[src/rtl/alu_seq_unit.sv]
// rtl/alu_seq_unit.sv - sequential ALU with AC/E/MQ registers and a start/busy/done handshake
//
// Purpose: accumulator ALU for the basic computer datapath. Logic and arithmetic
// ops finish in one cycle. Circulates through the {AC,E} ring move one bit per
// cycle. Unsigned multiply is a W-step shift-add into {MQ,AC}.
//
// Ports:
//   clk, rst_n        clock, asynchronous active-low reset
//   start, op, dr,    launch an op. op/dr/shamt are sampled with start.
//   shamt             start is accepted only while busy=0.
//   ld_ac, ac_in      load AC directly while idle. start has priority over ld_ac.
//   ac, e, mq         architectural registers
//   busy, done        multi-cycle op in progress / one-cycle completion pulse
//   co, ovf           carry and signed overflow of the last ADD/SUB/INC
//   n, z              sign and zero of AC
//   err               sticky illegal-op flag, cleared by the next accepted start
module alu_seq_unit #(
  parameter int W   = 16,
  parameter int SHW = $clog2(W) + 1
) (
  input  logic           clk,
  input  logic           rst_n,
  input  logic           start,
  input  logic [3:0]     op,
  input  logic [W-1:0]   dr,
  input  logic [SHW-1:0] shamt,
  input  logic           ld_ac,
  input  logic [W-1:0]   ac_in,
  output logic [W-1:0]   ac,
  output logic           e,
  output logic [W-1:0]   mq,
  output logic           busy,
  output logic           done,
  output logic           co,
  output logic           ovf,
  output logic           n,
  output logic           z,
  output logic           err
);

  localparam logic [3:0] OP_ADD = 4'd0;
  localparam logic [3:0] OP_AND = 4'd1;
  localparam logic [3:0] OP_LDA = 4'd2;
  localparam logic [3:0] OP_CMA = 4'd3;
  localparam logic [3:0] OP_CIR = 4'd4;
  localparam logic [3:0] OP_CIL = 4'd5;
  localparam logic [3:0] OP_SUB = 4'd6;
  localparam logic [3:0] OP_INC = 4'd7;
  localparam logic [3:0] OP_CLE = 4'd8;
  localparam logic [3:0] OP_CME = 4'd9;
  localparam logic [3:0] OP_MUL = 4'd10;

  typedef enum logic [1:0] {IDLE, SHIFT, MUL, DONE} state_t;

  state_t         state, state_d;
  logic [SHW-1:0] rem;       // steps still to perform after the current edge
  logic [W-1:0]   mcand;     // multiplicand held for the whole multiply
  logic           dir_left;  // direction of the circulate in progress

  logic [W:0]     add_sum, sub_sum, inc_sum;
  logic [W-1:0]   mul_base, mul_addend;
  logic [W:0]     mul_sum;
  logic           rot_left;
  logic [W-1:0]   rot_ac;
  logic           rot_e;

  // DONE accepts a new start exactly like IDLE, so back-to-back ops need no gap.
  assign busy = (state == SHIFT) || (state == MUL);
  assign done = (state == DONE);
  assign n    = ac[W-1];
  assign z    = (ac == '0);

  assign add_sum = {1'b0, ac} + {1'b0, dr};
  assign sub_sum = {1'b0, ac} + {1'b0, ~dr} + (W+1)'(1);
  assign inc_sum = {1'b0, ac} + (W+1)'(1);

  // One shift-add step: add the multiplicand into the high half when the
  // current multiplier bit (ac[0]) is set, then shift {carry,mq,ac} right.
  // The first step happens on the start edge, where mq is treated as zero
  // and the multiplicand comes straight from dr.
  always_comb begin
    mul_base   = '0;
    mul_addend = '0;
    if (state == MUL) begin
      mul_base   = mq;
      mul_addend = ac[0] ? mcand : '0;
    end else begin
      mul_addend = ac[0] ? dr : '0;
    end
    mul_sum = {1'b0, mul_base} + {1'b0, mul_addend};
  end

  // Single-bit rotate of the W+1-bit ring {ac,e}.
  always_comb begin
    rot_left = (state == SHIFT) ? dir_left : (op == OP_CIL);
    rot_ac   = rot_left ? {ac[W-2:0], e} : {e, ac[W-1:1]};
    rot_e    = rot_left ? ac[W-1] : ac[0];
  end

  always_ff @(posedge clk or negedge rst_n) begin
    if (!rst_n) state <= IDLE;
    else        state <= state_d;
  end

  always_comb begin
    state_d = state;
    case (state)
      IDLE, DONE: begin
        state_d = IDLE;
        if (start) begin
          case (op)
            OP_CIR, OP_CIL: state_d = (shamt > SHW'(1)) ? SHIFT : DONE;
            OP_MUL:         state_d = MUL;
            default:        state_d = DONE;
          endcase
        end
      end
      SHIFT, MUL: begin
        if (rem == SHW'(1)) state_d = DONE;
      end
      default: state_d = IDLE;
    endcase
  end

  always_ff @(posedge clk or negedge rst_n) begin
    if (!rst_n) begin
      ac       <= '0;
      e        <= 1'b0;
      mq       <= '0;
      co       <= 1'b0;
      ovf      <= 1'b0;
      err      <= 1'b0;
      rem      <= '0;
      mcand    <= '0;
      dir_left <= 1'b0;
    end else begin
      case (state)
        IDLE, DONE: begin
          if (start) begin
            err <= (op > OP_MUL);
            case (op)
              OP_ADD: begin
                ac  <= add_sum[W-1:0];
                e   <= add_sum[W];
                co  <= add_sum[W];
                ovf <= (ac[W-1] == dr[W-1]) && (add_sum[W-1] != ac[W-1]);
              end
              OP_AND: ac <= ac & dr;
              OP_LDA: ac <= dr;
              OP_CMA: ac <= ~ac;
              OP_CIR, OP_CIL: begin
                if (shamt != '0) begin
                  ac <= rot_ac;
                  e  <= rot_e;
                end
                rem      <= shamt - SHW'(1);
                dir_left <= (op == OP_CIL);
              end
              OP_SUB: begin
                ac  <= sub_sum[W-1:0];
                e   <= sub_sum[W];
                co  <= sub_sum[W];
                ovf <= (ac[W-1] != dr[W-1]) && (sub_sum[W-1] != ac[W-1]);
              end
              OP_INC: begin
                ac  <= inc_sum[W-1:0];
                e   <= inc_sum[W];
                co  <= inc_sum[W];
                ovf <= !ac[W-1] && inc_sum[W-1];
              end
              OP_CLE: e <= 1'b0;
              OP_CME: e <= ~e;
              OP_MUL: begin
                mq    <= mul_sum[W:1];
                ac    <= {mul_sum[0], ac[W-1:1]};
                mcand <= dr;
                rem   <= SHW'(W-1);
              end
              default: ;
            endcase
          end else if (ld_ac) begin
            ac <= ac_in;
          end
        end
        SHIFT: begin
          ac  <= rot_ac;
          e   <= rot_e;
          rem <= rem - SHW'(1);
        end
        MUL: begin
          mq  <= mul_sum[W:1];
          ac  <= {mul_sum[0], ac[W-1:1]};
          rem <= rem - SHW'(1);
        end
        default: ;
      endcase
    end
  end

endmodule

[config.mk]
export PLATFORM = sky130hd
export DESIGN_NAME = alu_seq_unit
export DESIGN_NICKNAME = d
export VERILOG_FILES = /design/src/rtl/alu_seq_unit.sv
export SDC_FILE = /design/constraint.sdc
export NUM_CORES = 1
export LEC_CHECK = 0
export BUFFER_PORTS_ARGS = -buffer_cell sky130_fd_sc_hd__buf_2
export CAP_MARGIN = 30
export CORE_MARGIN = 3
export CORE_UTILIZATION = 48
export CTS_CLUSTER_DIAMETER = 40
export DETAILED_ROUTE_END_ITERATION = 12
export HOLD_SLACK_MARGIN = 0.03
export PLACE_DENSITY_LB_ADDON = 0.3
export REMOVE_ABC_BUFFERS = 1
export SLEW_MARGIN = 20
export SYNTH_ARGS = -nofsm -noshare
export SYNTH_HDL_FRONTEND = slang
export SYNTH_SLANG_ARGS = --single-unit
[constraint.sdc]
create_clock -name clk -period 3.3 [get_ports clk]
set_input_delay 0.495 -clock clk [delete_from_list [all_inputs] [get_ports clk]]
set_output_delay 0.495 -clock clk [all_outputs]
set_load 0.005 [all_outputs]
After elaboration in Yosys (flattened, before gate mapping)
Cells that the tools add are included.
Operators by class
  $add $sub $neg: 7
  order comparisons: 2
  equal/unequal tests: 27
  multiplexer cells: 29
  bitwise logic cells: 4
  reductions and logical operators: 23
Operators by type and width (number)
  2-to-1 mux 16 bit: 10
  case mux 16 bit (8 select lines): 1
  adder 16 x 16 -> 17 bit: 3
  case mux 16 bit (3 select lines): 1
  NOT 16 bit: 2
  case mux 16 bit (2 select lines): 1
  case mux 5 bit (2 select lines): 2
  adder 16 x 1 -> 17 bit, second input constant: 1
  adder 17 x 1 -> 17 bit, second input constant: 1
  AND 16 bit: 1
  == test 4 x 3 -> 1 bit, second input constant: 4
  zero test 16 bit: 1
  AND reduction 3 bit: 5
  == test 4 bit, second input constant: 3
  != test 10 x 2 -> 1 bit, second input constant: 1
  subtractor 5 x 1 -> 5 bit, second input constant: 2
  == test 4 x 2 -> 1 bit, second input constant: 2
  case mux 2 bit (2 select lines): 2
  != test 7 x 1 -> 1 bit, second input constant: 1
  2-to-1 mux 2 bit: 3
  != test 3 bit, second input constant: 2
  case mux 1 bit (3 select lines): 2
  case mux 1 bit (6 select lines): 1
  OR reduction 2 bit: 3
  other kinds (26): 37
Storage, ports and cells
  flip-flop bits (word level): 60

Longest topological paths before layout
  depth in word-level cells: 7
  mapped depth: 17

Worst setup path before layout
No wires, ideal clock.
  kind: flip-flop to flip-flop
  start: reg state[0]
  end: reg mq[15]
  library setup time: 0.129 ns
  arrival: 3.178 ns
  required time: 3.171 ns
  path slack: -0.008 ns
  cell stages (with the launch flop): 14
  buffers on the path: 2
  cell sequence: dfrtp_1 inv_1 ha_1 clkbuf_1 buf_1 mux2i_1 nor2_1 ha_1 a21boi_0 o211ai_1 a211oi_1 o31a_1 o21a_1 o41a_1
On the way
  word-level cells in the longest chain between the ends: 6
  elaborated cells on any way between the ends: 14
  those cells by class: add/sub: 1; eq/ne: 4; mux: 5; reduce/logical: 4
Ends and longest elaborated chain
  from (decl): line 55  | state_t state, state_d;
  from (signal assigned): line 102  | else state <= state_d;
  == test 2 bit: line 84, 137
  2-to-1 mux 16 bit: line 84  | if (state == MUL) begin
  adder 16 x 16 -> 17 bit: line 90  | mul_sum = {1'b0, mul_base} + {1'b0, mul_addend};
  2-to-1 mux 16 bit: line 141  | case (op)
  2-to-1 mux 16 bit: line 139  | if (start) begin
  case mux 16 bit (2 select lines): line 137  | case (state)
  to (signal assigned): line 174  | mq <= mul_sum[W:1];
  to (signal assigned): line 191  | mq <= mul_sum[W:1];
  to (decl): line 31  | output logic [W-1:0] mq,
Parallel ways exist; a longest one is shown, timed or not. The select of a mux whose other input is x is not followed.
A chain may end at the register's enable or synchronous reset.

Final worst setup path
  start: reg state[1]
  end: reg mq[10]
The elaborated chain is that of the path after synthesis.

==> flow_summary.ini <==
[status]
run_status = finished clean

[die]
core_area_mm2 = 0.0139
die_x_um = 126
die_area_mm2 = 0.0158
initial_utilization = 0.493
fp.dieH_um = 126
fp-row-count = 43
io_pins = 85

[power_and_ir_drop]
p_sw_w = 0.00331
clkPwrFrac = 0.158
switching_share = 0.465
pwr-share-comb = 0.653
power_density_mw_per_mm2 = 868
leakagePower_nw = 3.72
intPower_w = 0.00380
seqPwrFrac = 0.190
ir_drop_uv = 505

[cts]
cts_root_buf = clkbuf_16
cts_buffer_depth = 2
htree_levels = 3
numCtsBuffers = 9
cts_tree = done
clock_latency_ps = 350
clk_pin_slew_ps = 50
clkSinkCount = 60

[timing]
hold_viol = 0
relSlewSlack = 0.469
setup_viol_count_final = 0
fin_worst_skew_ps = 9.38
maxSlewViolCount = 0
timing.final.crit_share = 0.935
fmax_ghz = 0.324
setup_slack_ps = 215
rsz0062_at_grt = false
max_slew.worst_pin.slew_ps = 796
finalCriticalPeriod_ps = 3080

[routing]
routedWlPerCell_um = 19.1
viasPerCell = 6.20
wl_um = 22300
first_pass_iters = 5
drtIter0Drc = 836
antenna_left = 0
drc = 0
vias = 7227

[cells_and_area]
drive_gt1_frac = 0.206
final_area_mm2 = 0.00820
layout_common_cells = 84 x nor2_1, 84 x buf_2, 76 x o21ai_0
ff_latch_area_mm2 = 0.00150
fillers = 1327
nNetsFinal = 1089
syn_to_final_growth_pct = 19.3
insertedDiodeCount = 0
multi_input_area_mm2 = 0.00497

[place]
dp_hpwl_um = 16500
gp_congestion = 0.983
port_buffers = 84
post-place-ws_ps = -27.4
dpl_cell_area_mm2 = 0.00777

[critical_path]
path_delay_family = compound AO/OA/AOI/OAI gates
path_buf_inv = 3
start_kind = register
cp.arrival_ps = 3300
critPathMaxFanout = 13
cpMostUsedCell = o21ai_0
cp_slowest_stage_delay_ps = 430
crit_type = register to register
cpMaxStageDelayCell = dfrtp_1
cp.required_ps = 3510
worstSetupEndpointType = register
path_cells = ha_4 > buf_12 > buf_4 > nand2_1 > inv_1 > ha_1 > a21o_1 > a21oi_1 > o21ai_0 > a31oi_1 > o21ai_0 > a21oi_1 > xor2_1 > o21ai_0

[yosys]
netlist_instances = 880
async_flop_share = 1.00
syn_area_mm2 = 0.00687
synth_edf_count = 0
seq_area_frac_synth = 0.219
synth.distinct_cells = 72
ys_warn_count = 0
avgSynthCellArea_um2 = 7.81
synth_flop_cell = dfrtp_1
synth-seq-cells = 60

[min_path]
min_path_type = input port to asynchronous set/reset pin

[global_route]
grt_max_degree = 34
gr-usage-all-layers = 0.271
grt_pass1_wl_um = 34700
grt_pass1_vias = 6637
antenna_found_initial = 0
grt_remaining_overflow = 0

[flow_run]
maxCapViolCount = 0
stage by stage:
| stage | TNS [ps] | cells | hold slack (ps) | util | total power (W) |
|---|---|---|---|---|---|
| 6_report | 0 | 1166 | 210 | 0.588 | 0.00711 |
| 5_1_grt | 0 | 1166 | 238 | 0.588 | 0.00765 |
| 4_1_cts | 0 | 1159 | 225 | 0.582 | 0.00696 |
| 3_5_place_dp | -27.4 | 1142 | 474 | 0.557 | 0.00580 |
| 3_3_place_gp | 0 | 1142 | 468 | 0.557 | 0.00575 |
| 2_1_floorplan | -1460 | 817 | 199 | - | 0.00425 |
power groups by stage:
stage,Clock (W),Combinational [W],Sequential (W)
2_1_floorplan,0,0.00283,0.00142
3_3_place_gp,0,0.00441,0.00134
3_5_place_dp,0,0.00445,0.00134
4_1_cts,0.00113,0.00449,0.00134
5_1_grt,0.00117,0.00509,0.00139
6_report,0.00112,0.00465,0.00135
per-layer routing:
layer	routed length [um]	GRT usage	vias to the layer above
met5	0	0	-
met3	2010	0.0551	52
met1	10000	0.393	3407
li1	-	-	3405
met2	9430	0.400	363
met4	804	0.0989	0
path summary, 6_finish.rpt:
| path | from | end | slack, ps | depth (start not counted) |
|---|---|---|---|---|
| setup / recovery | state[1] | mq[10] | 220 | 14 |
| hold / removal | rst_n | mq[14] | 210 | 1 |
| setup reg to reg | state[1] | mq[10] | 220 | 14 |
| hold reg to reg | mq[9] | mq[9] | 490 | 2 |
| max in group asynchronous | rst_n | mq[8] | 2450 | 2 |
| min in group clk | shamt[3] | rem[3] | 470 | 3 |
sequential cells by signal, indices dropped and copies added (netlist names):
name and cells:
dir_left 1, mcand 16, ovf 1, co 1, mq 16, rem 5, ac 16, state 2
e 1, err 1
cell usage after synthesis, types with 3 or more instances:
| cell | n | area, um2 |
|---|---|---|
| inv_1 | 47 | 176 |
| nor4_1 | 4 | 25.0 |
| o21ai_0 | 77 | 385 |
| o21a_1 | 7 | 52.6 |
| o2111ai_1 | 4 | 35.0 |
| o31ai_1 | 8 | 60.1 |
| a22o_1 | 4 | 35.0 |
| o311ai_0 | 4 | 35.0 |
| mux2_2 | 20 | 225 |
| and3_1 | 6 | 37.5 |
| xor2_1 | 16 | 140 |
| nand4_1 | 6 | 37.5 |
| nand2_1 | 63 | 236 |
| mux2i_1 | 32 | 320 |
| nor2b_1 | 10 | 62.6 |
| a21o_1 | 7 | 52.6 |
| xnor2_1 | 32 | 280 |
| nor3_1 | 26 | 130 |
| nor2_1 | 85 | 319 |
| buf_2 | 6 | 30.0 |
| dfrtp_1 | 60 | 1500 |
| a221oi_1 | 10 | 87.6 |
| clkbuf_1 | 53 | 199 |
| o22ai_1 | 7 | 43.8 |
| nand3_1 | 15 | 75.1 |
| and2_1 | 17 | 106 |
| a211oi_1 | 9 | 67.6 |
| a31oi_1 | 7 | 43.8 |
| o221ai_1 | 12 | 105 |
| nand2b_1 | 21 | 131 |
| and4_1 | 3 | 26.3 |
| a222oi_1 | 7 | 70.1 |
| ha_1 | 60 | 751 |
| a21oi_1 | 61 | 305 |
| o2bb2ai_1 | 3 | 26.3 |
| or3_1 | 3 | 18.8 |
| o31a_1 | 9 | 78.8 |
| a22oi_1 | 10 | 75.1 |
| fa_1 | 3 | 60.1 |
logic make-up (layout without fill, tap and decap cells):
group                      Yosys count  count (layout)  synth area share
AOI/OAI and AO/OA                  277             277             0.273
xor gates and xnor gates            48              48            0.0612
adders and majority gates           63              63             0.118
buffers and inverters              111             217            0.0634
DFF                                 60              60             0.219
muxes                               52              52            0.0794
and+or+nand+nor                    269             269             0.186
final cells by class:
type                            count  area share
Inverter                           48      0.0220
Multi-Input combinational cell    709       0.607
Timing Repair Buffer              153       0.119
Clock buffer                       10      0.0279
Sequential cell                    60       0.183
Tap cell                          180      0.0275
Clock inverter                      6      0.0136
repair_timing:
action / 4_1_cts / 5_1_grt
gates resized for setup: 1 / 5
endpoints found under the setup margin: 1 / 6
hold buffers: 0 / 0
setup buffers: 1 / 5
pin swaps: 1 / 6
gates cloned: 0 / 1
Note: power is estimated with default switching activity, not from simulation.
